### config.mk
export PLATFORM = sky130hd
export DESIGN_NAME = bus_arbiter
export DESIGN_NICKNAME = d
export VERILOG_FILES = /design/src/rtl/bus_arb_pkg.sv /design/src/rtl/rr_picker.sv /design/src/rtl/bus_arbiter.sv
export SDC_FILE = /design/constraint.sdc
export NUM_CORES = 1
export LEC_CHECK = 0
export CORE_ASPECT_RATIO = 1.2
export CORE_MARGIN = 2
export CORE_UTILIZATION = 50
export DETAILED_ROUTE_END_ITERATION = 12
export PLACE_DENSITY_LB_ADDON = 0.3
export SLEW_MARGIN = 20
export SYNTH_ARGS = -nofsm -noshare
export SYNTH_HDL_FRONTEND = slang
export SYNTH_HIERARCHICAL = 1
export SYNTH_SLANG_ARGS = --single-unit
### constraint.sdc
create_clock -name clk -period 3.9 [get_ports clk]
set_input_delay 0.39 -clock clk [delete_from_list [all_inputs] [get_ports clk]]
set_output_delay 0.39 -clock clk [all_outputs]
set_load 0.01 [all_outputs]
### src/rtl/bus_arb_pkg.sv
// Shared types and helpers for the bus arbiter: FSM state encoding, hold counter
// width and the index-width helper used by the arbiter and its picker.
package bus_arb_pkg;

  typedef enum logic [1:0] {IDLE, GRANT, TURN} arb_state_t;

  localparam int HOLD_W = 8;

  // Width of an index into n requesters; never narrower than one bit.
  function automatic int rr_pick(input int n);
    return (n > 1) ? $clog2(n) : 1;
  endfunction

endpackage

### src/rtl/rr_picker.sv
// Combinational round-robin picker: the first set request at or after rr_ptr,
// found by rotating the request vector down by rr_ptr and priority-encoding it.
module rr_picker
  import bus_arb_pkg::*;
#(
  parameter int N = 4
)
(
  input  logic [N-1:0]          req,
  input  logic [rr_pick(N)-1:0] rr_ptr,
  output logic [N-1:0]          win,
  output logic [rr_pick(N)-1:0] win_idx,
  output logic                  any
);

  localparam int IW = rr_pick(N);
  localparam logic [IW:0] N_W = (IW+1)'(N);

  logic [N-1:0]  rot;
  logic [IW-1:0] offset;
  logic [IW:0]   sum;

  // Offset of the winner in the rotated vector, mapped back to an absolute index.
  always_comb begin
    rot = N'({req, req} >> rr_ptr);
    offset = '0;
    for (int i = N - 1; i >= 0; i--) begin
      if (rot[i]) offset = IW'(i);
    end
    sum = {1'b0, rr_ptr} + {1'b0, offset};
    if (sum >= N_W) sum = sum - N_W;
    win_idx = sum[IW-1:0];
    any = |req;
    win = '0;
    if (any) win[win_idx] = 1'b1;
  end

endmodule

### src/rtl/bus_arbiter.sv
// Round-robin owner sequencer for the shared data bus: one-hot drive enables with
// dead turnaround cycles between owners and an optional per-grant hold limit.
module bus_arbiter
  import bus_arb_pkg::*;
#(
  parameter int N           = 4,
  parameter int TURN_CYCLES = 1,
  parameter int MAX_HOLD    = 0
)
(
  input  logic                  clk,
  input  logic                  rst,
  input  logic [N-1:0]          req,
  output logic [N-1:0]          gnt,
  output logic [N-1:0]          drive_en,
  output logic [rr_pick(N)-1:0] owner,
  output logic                  bus_busy,
  output logic                  timeout_err
);

  localparam int IW = rr_pick(N);
  localparam logic [IW-1:0]     LAST_IDX  = IW'(N - 1);
  localparam logic [1:0]        TURN_LAST = 2'(TURN_CYCLES - 1);
  localparam logic [HOLD_W-1:0] HOLD_LAST = HOLD_W'(MAX_HOLD - 1);

  arb_state_t state, state_next;
  logic [1:0]        turn_cnt;
  logic [HOLD_W-1:0] hold_cnt;
  logic [IW-1:0]     rr_ptr, ptr_next, pick_idx;
  logic [N-1:0]      mask, eligible, pick_win;
  logic              pick_any, do_grant, revoke;

  // Revoked masters stay out until they drop req; the owner never competes with itself.
  assign eligible = req & ~mask & ~gnt;

  rr_picker #(.N(N)) u_picker (
    .req     (eligible),
    .rr_ptr  (rr_ptr),
    .win     (pick_win),
    .win_idx (pick_idx),
    .any     (pick_any)
  );

  assign ptr_next = (pick_idx == LAST_IDX) ? '0 : pick_idx + 1'b1;

  always_comb begin
    state_next = state;
    do_grant   = 1'b0;
    revoke     = 1'b0;
    case (state)
      IDLE: begin
        if (pick_any) begin
          state_next = GRANT;
          do_grant   = 1'b1;
        end
      end
      GRANT: begin
        if (!req[owner]) begin
          state_next = TURN;
        end else if (MAX_HOLD != 0 && hold_cnt == HOLD_LAST) begin
          state_next = TURN;
          revoke     = 1'b1;
        end
      end
      TURN: begin
        // Arbitrate in the last dead cycle so a waiting master loses no extra cycle.
        if (turn_cnt == TURN_LAST) begin
          if (pick_any) begin
            state_next = GRANT;
            do_grant   = 1'b1;
          end else begin
            state_next = IDLE;
          end
        end
      end
      default: state_next = IDLE;
    endcase
  end

  always_ff @(posedge clk) begin
    if (rst) begin
      state       <= IDLE;
      turn_cnt    <= '0;
      hold_cnt    <= '0;
      rr_ptr      <= '0;
      mask        <= '0;
      gnt         <= '0;
      drive_en    <= '0;
      owner       <= '0;
      bus_busy    <= 1'b0;
      timeout_err <= 1'b0;
    end else begin
      state       <= state_next;
      timeout_err <= revoke;
      mask        <= (mask & req) | (revoke ? gnt : '0);
      if (state_next == TURN && state != TURN) begin
        turn_cnt <= '0;
      end else if (state == TURN) begin
        turn_cnt <= turn_cnt + 2'd1;
      end
      if (do_grant) begin
        gnt      <= pick_win;
        drive_en <= pick_win;
        owner    <= pick_idx;
        bus_busy <= 1'b1;
        hold_cnt <= '0;
        rr_ptr   <= ptr_next;
      end else begin
        if (state_next != GRANT) begin
          gnt      <= '0;
          drive_en <= '0;
          bus_busy <= 1'b0;
        end
        if (state == GRANT && hold_cnt != '1) hold_cnt <= hold_cnt + 1'b1;
      end
    end
  end

endmodule

== Yosys cells after proc, flatten, opt, wreduce, memory -nomap -nowiden ==
Cells that the tools add are included.

* Input bits: 6
* Output and inout bits: 12
* Flip-flop bits (word level): 17
* Word-level logic and storage cells: 57

* Muxes and demuxes: 23
* $add $sub $neg: 4
* Reductions and logical operators: 7
* Shifts and indexed selects: 1
* Bitwise gates (word level): 5
* Order comparisons: 4
* Eq/ne operators: 6

{| class="wikitable"
|+ Operators by type and width
! operator !! count
|-
| 2-bit 2-to-1 mux || 9
|-
| 4-bit bitwise AND || 3
|-
| 4-bit 2-to-1 mux || 3
|-
| 4-bit NOT || 2
|-
| 8-bit by 2-bit >> shifter with 4-bit output || 1
|-
| 1-bit 2-to-1 mux || 7
|-
| 2-bit equality test, second input constant || 3
|-
| 2-bit by 3-bit < comparator with 1-bit output, second input constant || 2
|-
| 2-bit one-hot mux with 3 select lines || 1
|-
| 2-bit by 1-bit adder with 2-bit output, second input constant || 2
|-
| 2-bit zero test || 2
|-
| 4-bit OR reduction || 1
|-
| 2-bit by 2-bit adder with 3-bit output || 1
|-
| 3-bit >= comparator, second input constant || 1
|-
| 1-bit binary-select mux with 2-bit select || 1
|-
| 1-bit demux with 2-bit select || 1
|-
| 2-bit by 1-bit equality test with 1-bit output, second input constant || 1
|-
| 2-bit by 1-bit >= comparator with 1-bit output, second input constant || 1
|-
| 1-bit logical AND || 2
|-
| 2-bit by 1-bit != test with 1-bit output, second input constant || 1
|-
| 2-bit != test, second input constant || 1
|-
| 1-bit one-hot mux with 2 select lines || 1
|-
| 2-bit nonzero test || 1
|-
| 2-bit OR reduction || 1
|-
| 2-bit by 1-bit subtractor with 2-bit output, second input constant || 1
|}

== Depth between registers and ports, before layout ==
* Depth in word-level cells: 17
* Depth in mapped cells: 12
* Depth with buffers taken out: 11

== By module ==
The synthesis kept the hierarchy.

{| class="wikitable"
|+ Modules (own cells, without submodules)
! module !! area an instance (µm²) !! cells each !! sequential area each (µm²) !! instances
|-
| bus_arbiter || 817.0 || 88 || 340.3 || 1
|-
| rr_picker || 321.6 || 41 || 0.0 || 1
|}

== Worst setup path before layout ==
No wires, ideal clock.

* Kind: input -> register
* Start point: input port req[1]
* End point: register rr_ptr[0]
* Setup slack: 0.974 ns
* Stages: 10
* Arrival: 2.855 ns
* Buffers on the path: 0
* Data required time: 3.829 ns
* Setup time: 0.071 ns
* Path through: nor3b_1 nor2_1 or4_2 nand3_1 ha_1 xnor2_1 xnor2_1 ha_1 or4_1 a21oi_1

* Longest elaborated chain between the ends: 12
* Elaborated cells on any way between the ends: 18
* Classes of those cells: add/sub (3); order compare (1); eq/ne (1); shift (1); mux (9); bitwise (2); reduce/logical (1)

{| class="wikitable"
|+ Ends and longest elaborated chain
! what !! line !! RTL
|-
| start, declared || bus_arbiter.sv:13 || <nowiki>input logic [N-1:0] req,</nowiki>
|-
| 4-bit bitwise AND (*) (2 in series) || bus_arbiter.sv:34 || <nowiki>assign eligible = req & ~mask & ~gnt;</nowiki>
|-
| 8-bit by 2-bit >> shifter with 4-bit output (*) || rr_picker.sv:25 || <nowiki>rot = N'({req, req} >> rr_ptr);</nowiki>
|-
| 2-bit 2-to-1 mux (3 in series) || rr_picker.sv:28 || <nowiki>if (rot[i]) offset = IW'(i);</nowiki>
|-
| 2-bit 2-to-1 mux (*) || rr_picker.sv:28 ||
|-
| 2-bit by 2-bit adder with 3-bit output (*) || rr_picker.sv:30 || <nowiki>sum = {1'b0, rr_ptr} + {1'b0, offset};</nowiki>
|-
| 3-bit >= comparator or 2-bit by 1-bit subtractor with 2-bit output (tied branches) || rr_picker.sv:31 || <nowiki>if (sum >= N_W) sum = sum - N_W;</nowiki>
|-
| 2-bit 2-to-1 mux (*) || rr_picker.sv:31 ||
|-
| named net pick_idx[1] || bus_arbiter.sv:29 || <nowiki>logic [IW-1:0] rr_ptr, ptr_next, pick_idx;</nowiki>
|-
| 2-bit equality test (*) || bus_arbiter.sv:44 || <nowiki>assign ptr_next = (pick_idx == LAST_IDX) ? '0 : pick_idx + 1'b1;</nowiki>
|-
| 2-bit 2-to-1 mux (*) || bus_arbiter.sv:44 ||
|-
| end signal, assigned || bus_arbiter.sv:107 || <nowiki>rr_ptr <= ptr_next;</nowiki>
|-
| end, declared || bus_arbiter.sv:29 ||
|}

The timed path passes the listed nets; every way through them passes the cells marked *.
A chain may end at the register's enable or synchronous reset.

== Worst setup path in the final report ==
* Start point: input port req[1]
* End point: register rr_ptr[0]

* Longest elaborated chain between the ends: 12
* Elaborated cells on any way between the ends: 18
* Classes of those cells: add/sub (3); order compare (1); eq/ne (1); shift (1); mux (9); bitwise (2); reduce/logical (1)

{| class="wikitable"
|+ Ends and longest elaborated chain
! what !! line !! RTL
|-
| 4-bit bitwise AND (*) (2 in series) || bus_arbiter.sv:34 ||
|-
| named net eligible[1] || bus_arbiter.sv:30 || <nowiki>logic [N-1:0] mask, eligible, pick_win;</nowiki>
|-
| 8-bit by 2-bit >> shifter with 4-bit output (*) || rr_picker.sv:25 ||
|-
| 2-bit 2-to-1 mux (3 in series) || rr_picker.sv:28 ||
|-
| 2-bit 2-to-1 mux (*) || rr_picker.sv:28 ||
|-
| 2-bit by 2-bit adder with 3-bit output (*) || rr_picker.sv:30 ||
|-
| 3-bit >= comparator or 2-bit by 1-bit subtractor with 2-bit output (tied branches) || rr_picker.sv:31 ||
|-
| 2-bit 2-to-1 mux (*) || rr_picker.sv:31 ||
|-
| named net pick_idx[1] || bus_arbiter.sv:29 ||
|-
| 2-bit equality test (*) || bus_arbiter.sv:44 ||
|-
| 2-bit 2-to-1 mux (*) || bus_arbiter.sv:44 ||
|}

Marked as above.

==> metrics.yaml <==
yosysSeqAreaShare_pct: 29.9
viasPerCell: 5.32
drt-total-wl_mm: 2.09
hold_path_depth: 2
nets: 152
cts.path.max_buffers: 2
yosys.cell_types.count: 40
drt-initial-drc-count: 13
max-vdd-ir-drop_v: 0.000403
fin_skew_ns: 0.00151
cts_resized: 0
synth_top_area_share_pct: 29.9
wl_per_cell_um: 12.1
grt_max_degree: 23
numCtsBuffers: 3
ioPinCount: 18
core_area_mm2: 0.00212
grt_pass1_wl_mm: 3.53
dpl.cell_count: 168
synthArstFlopShare_pct: 0
end_kind: "flip-flop"
routabilityCongestion: 0.854
post-cts-setup-buffer-count: 0
synth_edf_count: 0
grtUsageTotal_pct: 17.6
netlist_area_mm2: 0.00114
preCtsSetupSlack_ns: 0.485
drv_slew: 0
power.total_uw: 891
die_area_mm2: 0.00268
grt-ovfl-total: 0
period_minus_slack_ns: 3.14
area_growth_pct: 14.2
slew_headroom_pct: 53.2
p_leak_uw: 0.000478
fin_ws_ns: 0.757
drc: 0
dp_hpwl_mm: 1.66
initial_core_util_pct: 53.8
p_per_area_mw_per_mm2: 685
rrSetupSlack_ns: 1.02
max_freq_mhz: 318
rsz0062_at_grt: "false"
die_w_um: 47.6
max-cap-violations: 0
timing.rr.end: "rr_ptr[0]"
fin_crit_sh_pct: 80.6
tightest_slew_ns: 0.700
tritoncts: "done"
synth.area.top_cells: "dfxtp_1, mux2i_1, nand2b_1"
ys_ff_latch: 17
path_class: "in2reg"
setup-tns-final_ns: 0
worstHoldPathType: "reg2reg"
clock_sinks: 17
r2r_cells: 10
drtPass1Iterations: 4
layout.cells.non_filler: 172
vias: 915
synth_common_cells: "dfxtp_1, nand2_1, inv_1"
min-delay-start: "mask[0]"
hold_buffers: 0
synth_top_cell_by_area: "dfxtp_1"
required_ns: 4.12
synth.most_common_cell: "dfxtp_1"
drive_gt1_share_pct: 13.4
syn_inst: 129
htreeDepth: 1
syn-num-nets: 138
port_buffers: 16
syn_avg_cell_area_um2: 8.83
synth_warnings: 6
crit_fanout: 4
final-setup-viol-count: 0
clk_pin_slew_ns: 0.10
r2r_start: "drive_en[1]"
rows: 18
die_y_um: 56.3
antenna_found_initial: 0
num_antenna_cells: 0
grt_pass1_vias: 812
crit_path_start_kind: "input pin"
ant_nets: 0
critPathArrivalTime_ns: 3.36
hold_path_end: "mask[0]"
status: "finished clean"
clk_latency_ns: 0.30
ys.flop_type: "dfxtp_1"
clockRootBuffer: "clkbuf_4"
crit_start: "req[1]"
hold_violations: 0
per-stage QoR:
step                      cell area [um^2]  util (%)  hold WS [ns]
after floorplan                       1140         -         0.417
after global placement                1270      60.1         0.429
after detailed placement              1270      60.1         0.429
after CTS                             1300      61.4         0.445
after global routing                  1300      61.4         0.453
final                                 1300      61.4         0.445
layout make-up:
class	count	area, um^2
fillers	185	817
flip-flops and latches	17	340
well taps	30	37.5
clock inverters	1	5.00
inverters	9	33.8
multi-input cells	92	671
repair buffers	20	190
clock buffers	3	22.5
how the worst max path moves through the flow:
| stage | end | slack (ns) |
|---|---|---|
| floorplan | rr_ptr[0] | 0.97 |
| global route | rr_ptr[0] | 0.55 |
| global placement | rr_ptr[0] | 0.55 |
| CTS | rr_ptr[0] | 0.79 |
| detailed placement | rr_ptr[0] | 0.48 |
| finish | rr_ptr[0] | 0.76 |
cells in the final DEF, fill, tap and decap left out, drive strengths merged, types with 2 or more instances in the layout:
| master | count |
|---|---|
| nor2 | 8 |
| nor2b | 4 |
| mux2i | 7 |
| ha | 3 |
| inv | 9 |
| or4 | 3 |
| nand2b | 8 |
| clkbuf | 3 |
| a21oi | 5 |
| o22ai | 2 |
| xnor2 | 3 |
| nor3 | 2 |
| buf | 4 |
| dfxtp | 17 |
| o32ai | 4 |
| nor3b | 6 |
| nand2 | 11 |
| o21ai | 6 |
| nand3 | 4 |
| or2b | 2 |
| clkdlybuf4s50 | 16 |
power breakdown:
group	switching [uW]	total, uW	leakage, uW	internal (uW)
Sequential	59.4	277	0.000139	218
Combinational	247	518	0.000321	271
Clock	57.5	95.8	0.0000177	38.2
Total	364	891	0.000478	527
kinds of logic after synthesis:
kind of cell,synth area share (%)
muxes,9.12
buffers and inverters,11.2
DFF,29.9
and+or+nand+nor,26.5
adders and majority gates,3.30
AOI/OAI and AO/OA,16.6
xor gates and xnor gates,3.08
other,0.329
routing by layer:
metal | track usage, % | share of wire [%] | vias to the layer above
li1 | - | - | 472
met1 | 24.4 | 45 | 424
met2 | 26.6 | 50 | 15
met3 | 1.93 | 3.4 | 4
met4 | 8.11 | 1.9 | 0
met5 | 0 | 0 | -
sequential cells by signal, indices dropped and copies added (netlist names):
| register | cells |
|---|---|
| drive_en | 4 |
| mask | 4 |
| owner | 2 |
| rr_ptr | 2 |
| state | 2 |
| turn_cnt | 2 |
| bus_busy | 1 |
critical path: stages:
cell and delay (ns):
clkdlybuf4s50_1 0.53, nor3b_1 0.33, nor2_1 0.10, or4_2 0.55
nand3_1 0.09, ha_1 0.19, xnor2_1 0.19, xnor2_1 0.15
ha_1 0.20, or4_1 0.50, a21oi_1 0.15
Note: power is estimated with default switching activity, not from simulation.
